<file path="config.mk">
export PLATFORM = sky130hd
export DESIGN_NAME = sha_job_sequencer_flat
export DESIGN_NICKNAME = d
export VERILOG_FILES = /design/src/rtl/miner_pkg.sv /design/src/rtl/sha_job_sequencer_if.sv /design/src/rtl/round_ctr.sv /design/src/rtl/sha_job_sequencer.sv /design/src/flat_wrapper.sv
export SDC_FILE = /design/constraint.sdc
export NUM_CORES = 1
export LEC_CHECK = 0
export CORE_MARGIN = 3
export CORE_UTILIZATION = 53
export CTS_CLUSTER_DIAMETER = 50
export DETAILED_ROUTE_END_ITERATION = 8
export PLACE_DENSITY = 0.92
export SLEW_MARGIN = 15
export SYNTH_ARGS = -nofsm -noshare
export SYNTH_HDL_FRONTEND = slang
export SYNTH_SLANG_ARGS = --single-unit
</file>
<file path="constraint.sdc">
create_clock -name clk -period 2.6 [get_ports clk]
set_input_delay 0.52 -clock clk [delete_from_list [all_inputs] [get_ports clk]]
set_output_delay 0.52 -clock clk [all_outputs]
set_load 0.005 [all_outputs]
</file>
<file path="src/rtl/miner_pkg.sv">
// Shared types and constants for the SHA-256 double-hash miner datapath control.
package miner_pkg;

    typedef enum logic [2:0] {
        IDLE,
        LOAD,
        ROUND,
        FOLD,
        RESULT
    } seq_state_t;

    localparam int unsigned MSG_W      = 2;
    localparam int unsigned SHA_ROUNDS = 64;

    localparam logic [MSG_W-1:0] MSG_HDR0   = 2'd0;
    localparam logic [MSG_W-1:0] MSG_HDR1   = 2'd1;
    localparam logic [MSG_W-1:0] MSG_DIGEST = 2'd2;

endpackage

</file>
<file path="src/rtl/sha_job_sequencer_if.sv">
// Job/result handshake and compression-core control bundle of the job sequencer.
interface sha_job_sequencer_if #(
    parameter int unsigned IDX_W = 7
);
    import miner_pkg::*;

    logic             job_valid;
    logic             job_ready;
    logic             job_reuse_mid;
    logic             abort;
    logic             core_load_iv;
    logic             core_load_mid;
    logic [MSG_W-1:0] core_msg_sel;
    logic             core_round_en;
    logic [IDX_W-1:0] round_idx;
    logic             core_fold;
    logic             mid_save;
    logic             result_valid;
    logic             result_ready;
    logic             busy;

    modport master (
        output job_valid, job_reuse_mid, abort, result_ready,
        input  job_ready, core_load_iv, core_load_mid, core_msg_sel, core_round_en,
               round_idx, core_fold, mid_save, result_valid, busy
    );

    modport slave (
        input  job_valid, job_reuse_mid, abort, result_ready,
        output job_ready, core_load_iv, core_load_mid, core_msg_sel, core_round_en,
               round_idx, core_fold, mid_save, result_valid, busy
    );

endinterface

</file>
<file path="src/rtl/round_ctr.sv">
// Round index counter: synchronous restart, enable, and a flag on the final round.
module round_ctr #(
    parameter int unsigned ROUNDS = 64,
    parameter int unsigned IDX_W  = 7
) (
    input  logic             clk,
    input  logic             rst,
    input  logic             restart,
    input  logic             en,
    output logic [IDX_W-1:0] idx,
    output logic             last_c
);

    always_ff @(posedge clk or posedge rst) begin
        if (rst) begin
            idx <= '0;
        end else if (restart) begin
            idx <= '0;
        end else if (en) begin
            idx <= idx + IDX_W'(1);
        end
    end

    assign last_c = (idx == IDX_W'(ROUNDS - 1));

endmodule

</file>
<file path="src/rtl/sha_job_sequencer.sv">
// Drives one shared SHA-256 compression core through the three blocks of a bitcoin
// double hash, caching the block-0 midstate so nonce-only jobs can skip block 0.
module sha_job_sequencer
    import miner_pkg::*;
#(
    parameter int unsigned ROUNDS = SHA_ROUNDS,
    parameter int unsigned IDX_W  = 7
) (
    input  logic                clk,
    input  logic                rst,
    sha_job_sequencer_if.slave  bus
);

    seq_state_t       state_q, state_d;
    logic [MSG_W-1:0] blk_q, blk_d;
    logic             mid_valid_q, mid_valid_d;
    logic             ctr_restart_c;
    logic             ctr_en_c;
    logic             ctr_last_c;

    round_ctr #(
        .ROUNDS (ROUNDS),
        .IDX_W  (IDX_W)
    ) u_round_ctr (
        .clk     (clk),
        .rst     (rst),
        .restart (ctr_restart_c),
        .en      (ctr_en_c),
        .idx     (bus.round_idx),
        .last_c  (ctr_last_c)
    );

    always_ff @(posedge clk or posedge rst) begin
        if (rst) begin
            state_q     <= IDLE;
            blk_q       <= MSG_HDR0;
            mid_valid_q <= 1'b0;
        end else begin
            state_q     <= state_d;
            blk_q       <= blk_d;
            mid_valid_q <= mid_valid_d;
        end
    end

    always_comb begin
        state_d     = state_q;
        blk_d       = blk_q;
        mid_valid_d = mid_valid_q;
        ctr_en_c    = 1'b0;

        unique case (state_q)
            IDLE: begin
                if (bus.job_valid) begin
                    state_d = LOAD;
                    blk_d   = (bus.job_reuse_mid && mid_valid_q) ? MSG_HDR1 : MSG_HDR0;
                end
            end
            LOAD: state_d = ROUND;
            ROUND: begin
                ctr_en_c = !ctr_last_c;
                if (ctr_last_c) state_d = FOLD;
            end
            FOLD: begin
                if (blk_q == MSG_HDR0) mid_valid_d = 1'b1;
                if (blk_q == MSG_DIGEST) begin
                    state_d = RESULT;
                end else begin
                    blk_d   = blk_q + MSG_W'(1);
                    state_d = LOAD;
                end
            end
            RESULT: begin
                if (bus.result_ready) begin
                    state_d = IDLE;
                    blk_d   = MSG_HDR0;
                end
            end
            default: begin
                state_d = IDLE;
                blk_d   = MSG_HDR0;
            end
        endcase

        // Abort overrides every transition above, including fold bookkeeping and transfer.
        if (bus.abort && (state_q != IDLE)) begin
            state_d     = IDLE;
            blk_d       = MSG_HDR0;
            mid_valid_d = 1'b0;
        end

        ctr_restart_c = (state_d == IDLE) || (state_d == LOAD);
    end

    // Strobes are registered decodes of the next state, so they line up with the state register.
    always_ff @(posedge clk or posedge rst) begin
        if (rst) begin
            bus.job_ready     <= 1'b1;
            bus.busy          <= 1'b0;
            bus.core_load_iv  <= 1'b0;
            bus.core_load_mid <= 1'b0;
            bus.core_round_en <= 1'b0;
            bus.core_fold     <= 1'b0;
            bus.mid_save      <= 1'b0;
            bus.result_valid  <= 1'b0;
        end else begin
            bus.job_ready     <= (state_d == IDLE);
            bus.busy          <= (state_d != IDLE);
            bus.core_load_iv  <= (state_d == LOAD) && (blk_d != MSG_HDR1);
            bus.core_load_mid <= (state_d == LOAD) && (blk_d == MSG_HDR1);
            bus.core_round_en <= (state_d == ROUND);
            bus.core_fold     <= (state_d == FOLD);
            bus.mid_save      <= (state_d == FOLD) && (blk_d == MSG_HDR0);
            bus.result_valid  <= (state_d == RESULT);
        end
    end

    assign bus.core_msg_sel = blk_q;

endmodule
</file>
<file path="src/flat_wrapper.sv">
// flat-port wrapper written by rule: the top's interface ports become plain ports
module sha_job_sequencer_flat import miner_pkg::*;
#(
    parameter int unsigned ROUNDS = SHA_ROUNDS,
    parameter int unsigned IDX_W  = 7
)
  (clk, rst, bus_job_valid, bus_job_reuse_mid, bus_abort, bus_result_ready, bus_job_ready, bus_core_load_iv, bus_core_load_mid, bus_core_msg_sel, bus_core_round_en, bus_round_idx, bus_core_fold, bus_mid_save, bus_result_valid, bus_busy);
  sha_job_sequencer_if #(.IDX_W(IDX_W)) bus_i ();
  input  logic clk;
  input  logic rst;
  input wire logic [$bits(bus_i.job_valid)-1:0] bus_job_valid;
  input wire logic [$bits(bus_i.job_reuse_mid)-1:0] bus_job_reuse_mid;
  input wire logic [$bits(bus_i.abort)-1:0] bus_abort;
  input wire logic [$bits(bus_i.result_ready)-1:0] bus_result_ready;
  output wire logic [$bits(bus_i.job_ready)-1:0] bus_job_ready;
  output wire logic [$bits(bus_i.core_load_iv)-1:0] bus_core_load_iv;
  output wire logic [$bits(bus_i.core_load_mid)-1:0] bus_core_load_mid;
  output wire logic [$bits(bus_i.core_msg_sel)-1:0] bus_core_msg_sel;
  output wire logic [$bits(bus_i.core_round_en)-1:0] bus_core_round_en;
  output wire logic [$bits(bus_i.round_idx)-1:0] bus_round_idx;
  output wire logic [$bits(bus_i.core_fold)-1:0] bus_core_fold;
  output wire logic [$bits(bus_i.mid_save)-1:0] bus_mid_save;
  output wire logic [$bits(bus_i.result_valid)-1:0] bus_result_valid;
  output wire logic [$bits(bus_i.busy)-1:0] bus_busy;
  assign bus_i.job_valid = bus_job_valid;
  assign bus_i.job_reuse_mid = bus_job_reuse_mid;
  assign bus_i.abort = bus_abort;
  assign bus_i.result_ready = bus_result_ready;
  assign bus_job_ready = bus_i.job_ready;
  assign bus_core_load_iv = bus_i.core_load_iv;
  assign bus_core_load_mid = bus_i.core_load_mid;
  assign bus_core_msg_sel = bus_i.core_msg_sel;
  assign bus_core_round_en = bus_i.core_round_en;
  assign bus_round_idx = bus_i.round_idx;
  assign bus_core_fold = bus_i.core_fold;
  assign bus_mid_save = bus_i.mid_save;
  assign bus_result_valid = bus_i.result_valid;
  assign bus_busy = bus_i.busy;
  sha_job_sequencer #(.ROUNDS(ROUNDS), .IDX_W(IDX_W)) u_core (.clk(clk), .rst(rst), .bus(bus_i));
endmodule
</file>
== Word-level counts from Yosys, hierarchy flattened ==
Cells that the tools add are included.
W data, S select, Z words.

* Bits in registers: 21
* Input bits: 6

* Add/sub/neg operators: 2
* Equal/unequal tests: 12
* Mux-type cells: 18
* Reductions and logical operators: 18

{| class="wikitable"
|+ Operators by type and width
! kind !! number
|-
| $mux W3 || 5
|-
| $pmux W3 S5 || 1
|-
| $mux W7 || 2
|-
| $eq A3 B2 Y1 const B || 4
|-
| $mux W2 || 4
|-
| $pmux W2 S4 || 1
|-
| $add A7 B1 Y7 const B || 1
|-
| $eq A7 B6 Y1 const B || 1
|-
| $eq A3 B1 Y1 const B || 2
|-
| $eq A3 B3 Y1 const B || 2
|-
| $logic_not A3 Y1 || 2
|-
| $reduce_bool A2 Y1 || 3
|-
| $reduce_bool A3 Y1 || 2
|-
| $logic_and A1 B1 Y1 || 5
|-
| $mux W1 || 5
|-
| $logic_not A2 Y1 || 2
|-
| $add A2 B1 Y2 const B || 1
|-
| $eq A2 B1 Y1 const B || 1
|-
| $eq A2 B2 Y1 const B || 1
|-
| $ne A2 B1 Y1 const B || 1
|-
| $reduce_and A2 Y1 || 1
|-
| $reduce_or A2 Y1 || 1
|-
| $logic_not A1 Y1 || 1
|-
| $logic_or A1 B1 Y1 || 1
|}

== Logic depth before layout (Yosys ltp) ==
* Depth in word-level cells: 7
* Depth in mapped cells: 7
* Depth with buffers taken out: 7

== Cells and area by module ==
A second synthesis with hierarchy kept.

* Cell total of the unflattened synthesis: 101
* Area, all modules: 1066.0 um^2

{| class="wikitable"
|+ By module, submodules not included
! module !! instances !! cells each !! area each (um^2) !! seq. area each (um^2)
|-
| sha_job_sequencer || 1 || 70 || 738.2 || 351.6
|-
| round_ctr || 1 || 31 || 327.8 || 175.2
|}

== Worst setup path after synthesis ==
No wires, ideal clock.

* Path type: in2reg
* Start: input bus_abort
* End: register u_core.bus.busy
* Setup time: 0.068 ns
* Data arrival time: 1.658 ns
* Required time: 2.532 ns
* Path slack: 0.874 ns
* Stages: 5
* Path buffers: 1
* Cell sequence: buf_2 > or2b_1 > or4_1 > a21oi_2 > nand2b_1

* Word-level cells in the longest chain between the ends: 3

{| class="wikitable"
|+ RTL lines
! item !! line !! source
|-
| start, declared || flat_wrapper.sv:13 || <nowiki>input wire logic [$bits(bus_i.abort)-1:0] bus_abort;</nowiki>
|-
| $logic_and A1 B1 Y1 || sha_job_sequencer.sv:85 || <nowiki>if (bus.abort && (state_q != IDLE)) begin</nowiki>
|-
| $mux W3 || sha_job_sequencer.sv:85 ||
|-
| net u_core.state_d[0] || sha_job_sequencer.sv:14 || <nowiki>seq_state_t state_q, state_d;</nowiki>
|-
| $reduce_bool A3 Y1 || sha_job_sequencer.sv:107 || <nowiki>bus.busy <= (state_d != IDLE);</nowiki>
|-
| end signal, assigned || sha_job_sequencer.sv:107 ||
|-
| end, declared || sha_job_sequencer_if.sv:31 || <nowiki>round_idx, core_fold, mid_save, result_valid, busy</nowiki>
|}

The timed path passes the listed nets, and every way through them passes these cells.
A chain may end at the register's enable or synchronous reset.

== Worst setup path after layout ==
* Start: register u_core.state_q[1]
* End: register u_core.bus.core_load_mid

* Word-level cells in the longest chain between the ends: 6

{| class="wikitable"
|+ RTL lines
! item !! line !! source
|-
| start, declared || sha_job_sequencer.sv:14 ||
|-
| start signal, assigned || sha_job_sequencer.sv:39 || <nowiki>state_q <= state_d;</nowiki>
|-
| $eq A3 B1 Y1 or $eq A3 B2 Y1 (tied branches) || sha_job_sequencer.sv:51 || <nowiki>unique case (state_q)</nowiki>
|-
| $reduce_or A2 Y1 (no source line) || -- ||
|-
| $pmux W2 S4 || sha_job_sequencer.sv:51 ||
|-
| $mux W2 || sha_job_sequencer.sv:85 ||
|-
| $eq A2 B1 Y1 || sha_job_sequencer.sv:109 || <nowiki>bus.core_load_mid <= (state_d == LOAD) && (blk_d == MSG_HDR1);</nowiki>
|-
| $logic_and A1 B1 Y1 * || sha_job_sequencer.sv:109 ||
|-
| end signal, assigned || sha_job_sequencer.sv:109 ||
|-
| end, declared || sha_job_sequencer_if.sv:30 || <nowiki>output job_ready, core_load_iv, core_load_mid, core_msg_sel, core_round_en,</nowiki>
|}

Mark *: on every way between the ends. The rest lies on a longest branch, timed or not.

==> results summary <==
The largest vdd supply drop came out at 0.517 mV. Net switching is a little over a third of the power. CTS built an H-tree with a depth of 1.

The detailed-route vias per instance is about 5.8. The worst setup path is launched from a flip-flop. The overall power after layout is between 1000 and 1500 uW.

The type of destination of the critical path is a flip-flop. The synthesized netlist occupies a cell area of around 0.0011 sq mm. Clock tree synthesis selected as its root buffer the cell sky130_fd_sc_hd__clkbuf_4.

The most common cell after layout, fill and taps aside is sky130_fd_sc_hd__clkdlybuf4s50_1. The global-route wire length before repair came out at a little under 4 mm. Of the synthesized area, sequential elements account for approximately 48%.

Max-cap violations in this run came to 0. The detailed-router iteration count before antenna repair is 4. The layout has 144 filler cells. The unique cell type count in the Yosys netlist came out at 44. Across the routed clock network, the largest skew measured is just under 0.009 ns.

The analysis attributes to cell leakage a power of around 0.00057 uW. Buffers inserted to repair hold after CTS numbered 0. Detailed placement finished with a half-perimeter wire length of between 1.5 and 2 mm. The standard cell area after detailed placement is ~0.0013 sq mm. Summed over all nets, the switching power comes to roughly 390 uW.

Based on the critical path, the design can be clocked at up to roughly 0.53 GHz. The number of flops mapped to enable cells by yosys is 0. The remaining design rule violation count came out at 0. The critical hold path startpoint is u_core.u_round_ctr.idx[6]$_DFFE_PP0P_. The cell count after synthesis is approximately 100. The number of vias after detailed routing is ~870. The initial antenna violation count is 0. The share of power burned in registers came out at around 45%. The class of the tightest hold or removal check is flip-flop to flip-flop. The internal power component came out at ~700 uW. The maximum fanout count along the critical path came out at 15. The share of the clock period used by the worst path after layout is approximately 73%.

The worst-margin pin slew is 0.769 ns. The clock-pin slew of the registers on the worst-case setup and hold paths came out at roughly 0.12 ns. In this run the remaining antenna-violating nets after routing total 0.

The number of nets in the synthesized netlist is ~110. For this design the ratio of total power to cell area is between 700 and 800 mW/mm^2. The tree built by TritonCTS fans out to 21 sinks. Combinational logic is responsible for a little over 40% of the overall power. The worst register-to-register path begins at u_core.state_q[1]$_DFF_PP0_.

The area of the die came out at about 0.0027 sq mm. The floorplan step set the die height to ~52 microns. The hold violation total from the final report is 0.

The part of the total power dissipated in the clock network came out at roughly 14%. The flow ran to the end, and the final reports show no timing, DRC or antenna violations. The count of input and output buffers came out at 22. The Yosys warning count is 0. The routed wire length came out at roughly 2.3 mm.

The overall routing resource usage came out at about a fifth. The final weighted congestion in routability-driven placement came out at about 0.86. u_core.u_round_ctr.idx holds more flip-flops than any other register.

The count of state elements after synthesis came out at 21. Across all hold checks on the routed design, the worst slack comes to around 0.55 ns. Once the floorplan was initialized, standard cells occupied 60.0% of the core. The fraction of final layout cells with drive strength greater than 1 is between 10% and 20%.

The largest buffer count on any clock path is 2. The count of cells resized by post-cts repair came out at 0. The setup path with the least slack is of type flip-flop to flip-flop. The data arrival time at the worst-slack endpoint is 2.08 ns. The average wire per cell in the routed design came out at around 15 microns. The destination of the worst register-to-register timing path is u_core.bus.core_load_mid$_DFF_PP0_. The required arrival time at the worst endpoint came out at roughly 2.8 ns.

The number of flip-flops under the largest register name came out at 7. The total area inside the core boundary comes to 0.00184 sq mm. For flop-to-flop paths, the worst setup slack is between 0.7 and 0.8 ns. The worst reg2reg path depth came out at 4. The repair_antennas step left the layout with diodes totalling 0. The worst hold path terminates at u_core.u_round_ctr.idx[6]$_DFFE_PP0P_. Setup repair after global routing left no endpoint under its margin.

23 I/O pins were placed. The instance count along the most critical hold path came out at 2. The number of pins exceeding their max-slew limit in the final report came to 0. In the final design database the tool counted ~140 nets. The detailed router's first-iteration violation count is 12.

The share of flip-flops with an asynchronous set or reset after synthesis is 100%. The relative max-transition margin came out at 48.7%. The area added between synthesis and finish is 23.7%. The number of cells after detailed placement came out at 146. The prevailing post-synth register cell is sky130_fd_sc_hd__dfrtp_1. The number of setup violations in the final report is 0. The finished layout holds 150 standard cells, fillers aside. Entering global routing, the biggest net connects 22 pins. The overflow left after global routing is 0.

The via count of the first global-routing pass is between 800 and 900. The library cells used most frequently in the layout, excluding fill and tap cells, are 22 x sky130_fd_sc_hd__clkdlybuf4s50_1, 20 x sky130_fd_sc_hd__dfrtp_1, 9 x sky130_fd_sc_hd__nor2_1. Averaged over all synthesized cells, the footprint is between 10 and 15 sq um.

After routing, the total negative slack on setup checks comes to 0 ns. The routed design could run at a clock period as short as 1.89 ns. The clock insertion delay at the later pin of the skew report came out at 0.31 ns.

The overall die width is 51.6 microns. In this run the core area contains 15 standard-cell rows. The clock buffer count from CTS came out at 3.

The post-CTS repair timing setup buffer count came out at 0. The total non-filler cell area in the finished layout came out at 0.00137 sq mm. The CTS tree is yes.
[per-stage QoR]
step,setup slack [ns],utilization (%)
floorplan,0.874,-
CTS,0.691,74.2
global placement,0.509,72.7
global route,0.602,74.2
finish,0.708,74.2
detailed placement,0.436,72.7
[worst max-delay path: stages (launching register included)]
cell and delay, ns:
sky130_fd_sc_hd__dfrtp_1 0.54, sky130_fd_sc_hd__or4b_4 0.63, sky130_fd_sc_hd__o311ai_1 0.09, sky130_fd_sc_hd__o211ai_1 0.17, sky130_fd_sc_hd__nor4b_1 0.34
[worst max-delay path by stage]
stage | start | endpoint | slack (ns) | depth (start not counted)
after floorplan | bus_abort | u_core.bus.busy$_DFF_PP0_ | 0.87 | 5
after global placement | bus_abort | u_core.bus.mid_save$_DFF_PP0_ | 0.51 | 5
after detailed placement | bus_result_ready | u_core.bus.core_load_mid$_DFF_PP0_ | 0.44 | 5
after CTS | u_core.state_q[2]$_DFF_PP0_ | u_core.bus.core_load_mid$_DFF_PP0_ | 0.69 | 4
after global routing | u_core.u_round_ctr.idx[0]$_DFFE_PP0P_ | u_core.bus.busy$_DFF_PP0_ | 0.60 | 5
final | u_core.state_q[1]$_DFF_PP0_ | u_core.bus.core_load_mid$_DFF_PP0_ | 0.71 | 4
[logic make-up after synthesis]
family | synth area share [%]
AO/OA/AOI/OAI | 16.4
XOR/XNOR | 3.18
adder cells (fa/ha/maj) | 4.54
buffers and inverters | 4.31
flip-flops | 47.7
multiplexers | 1.81
AND/OR/NAND/NOR | 22.0
[power by group through the flow]
stage | clock network (uW) | logic (uW) | registers [uW]
6_report | 157 | 444 | 483
5_1_grt | 177 | 490 | 497
4_1_cts | 162 | 446 | 483
3_5_place_dp | 0 | 441 | 489
3_3_place_gp | 0 | 429 | 487
2_1_floorplan | 0 | 307 | 456
[synthesized netlist by cell type (2+ instances only)]
cell | instances | area (sq um)
sky130_fd_sc_hd__xor2_1 | 2 | 17.5
sky130_fd_sc_hd__o21ai_1 | 2 | 10.0
sky130_fd_sc_hd__a21oi_2 | 2 | 17.5
sky130_fd_sc_hd__inv_1 | 6 | 22.5
sky130_fd_sc_hd__nand4b_1 | 2 | 17.5
sky130_fd_sc_hd__ha_1 | 4 | 50.1
sky130_fd_sc_hd__nand2b_1 | 2 | 12.5
sky130_fd_sc_hd__o31ai_1 | 2 | 15.0
sky130_fd_sc_hd__or4_1 | 2 | 15.0
sky130_fd_sc_hd__a21oi_1 | 3 | 15.0
sky130_fd_sc_hd__o211ai_1 | 3 | 22.5
sky130_fd_sc_hd__dfrtp_1 | 20 | 500
sky130_fd_sc_hd__nand2_1 | 5 | 18.8
sky130_fd_sc_hd__o31a_1 | 2 | 17.5
sky130_fd_sc_hd__nand3_1 | 2 | 10.0
sky130_fd_sc_hd__buf_2 | 5 | 25.0
sky130_fd_sc_hd__nor2_1 | 9 | 33.8
sky130_fd_sc_hd__nor2b_1 | 2 | 12.5
sky130_fd_sc_hd__xnor2_1 | 2 | 17.5
sky130_fd_sc_hd__mux2i_1 | 2 | 20.0
[routing by layer]
layer	vias up	wire (microns)	GRT usage, %
li1	417	-	-
met1	424	993	25.0
met2	23	1130	32.2
met3	5	109	2.58
met4	0	38	7.86
met5	-	0	0
[final cells by class]
class	count	area [sq um]	area share, %
multi-input combinational	71	529	38.8
timing repair buffer	23	228	16.7
inverter	6	22.5	1.65
clock inverter	1	5.00	0.367
tap	25	31.3	2.29
clock buffer	3	22.5	1.65
sequential	21	527	38.6
Power figures use the tool's default switching activity.
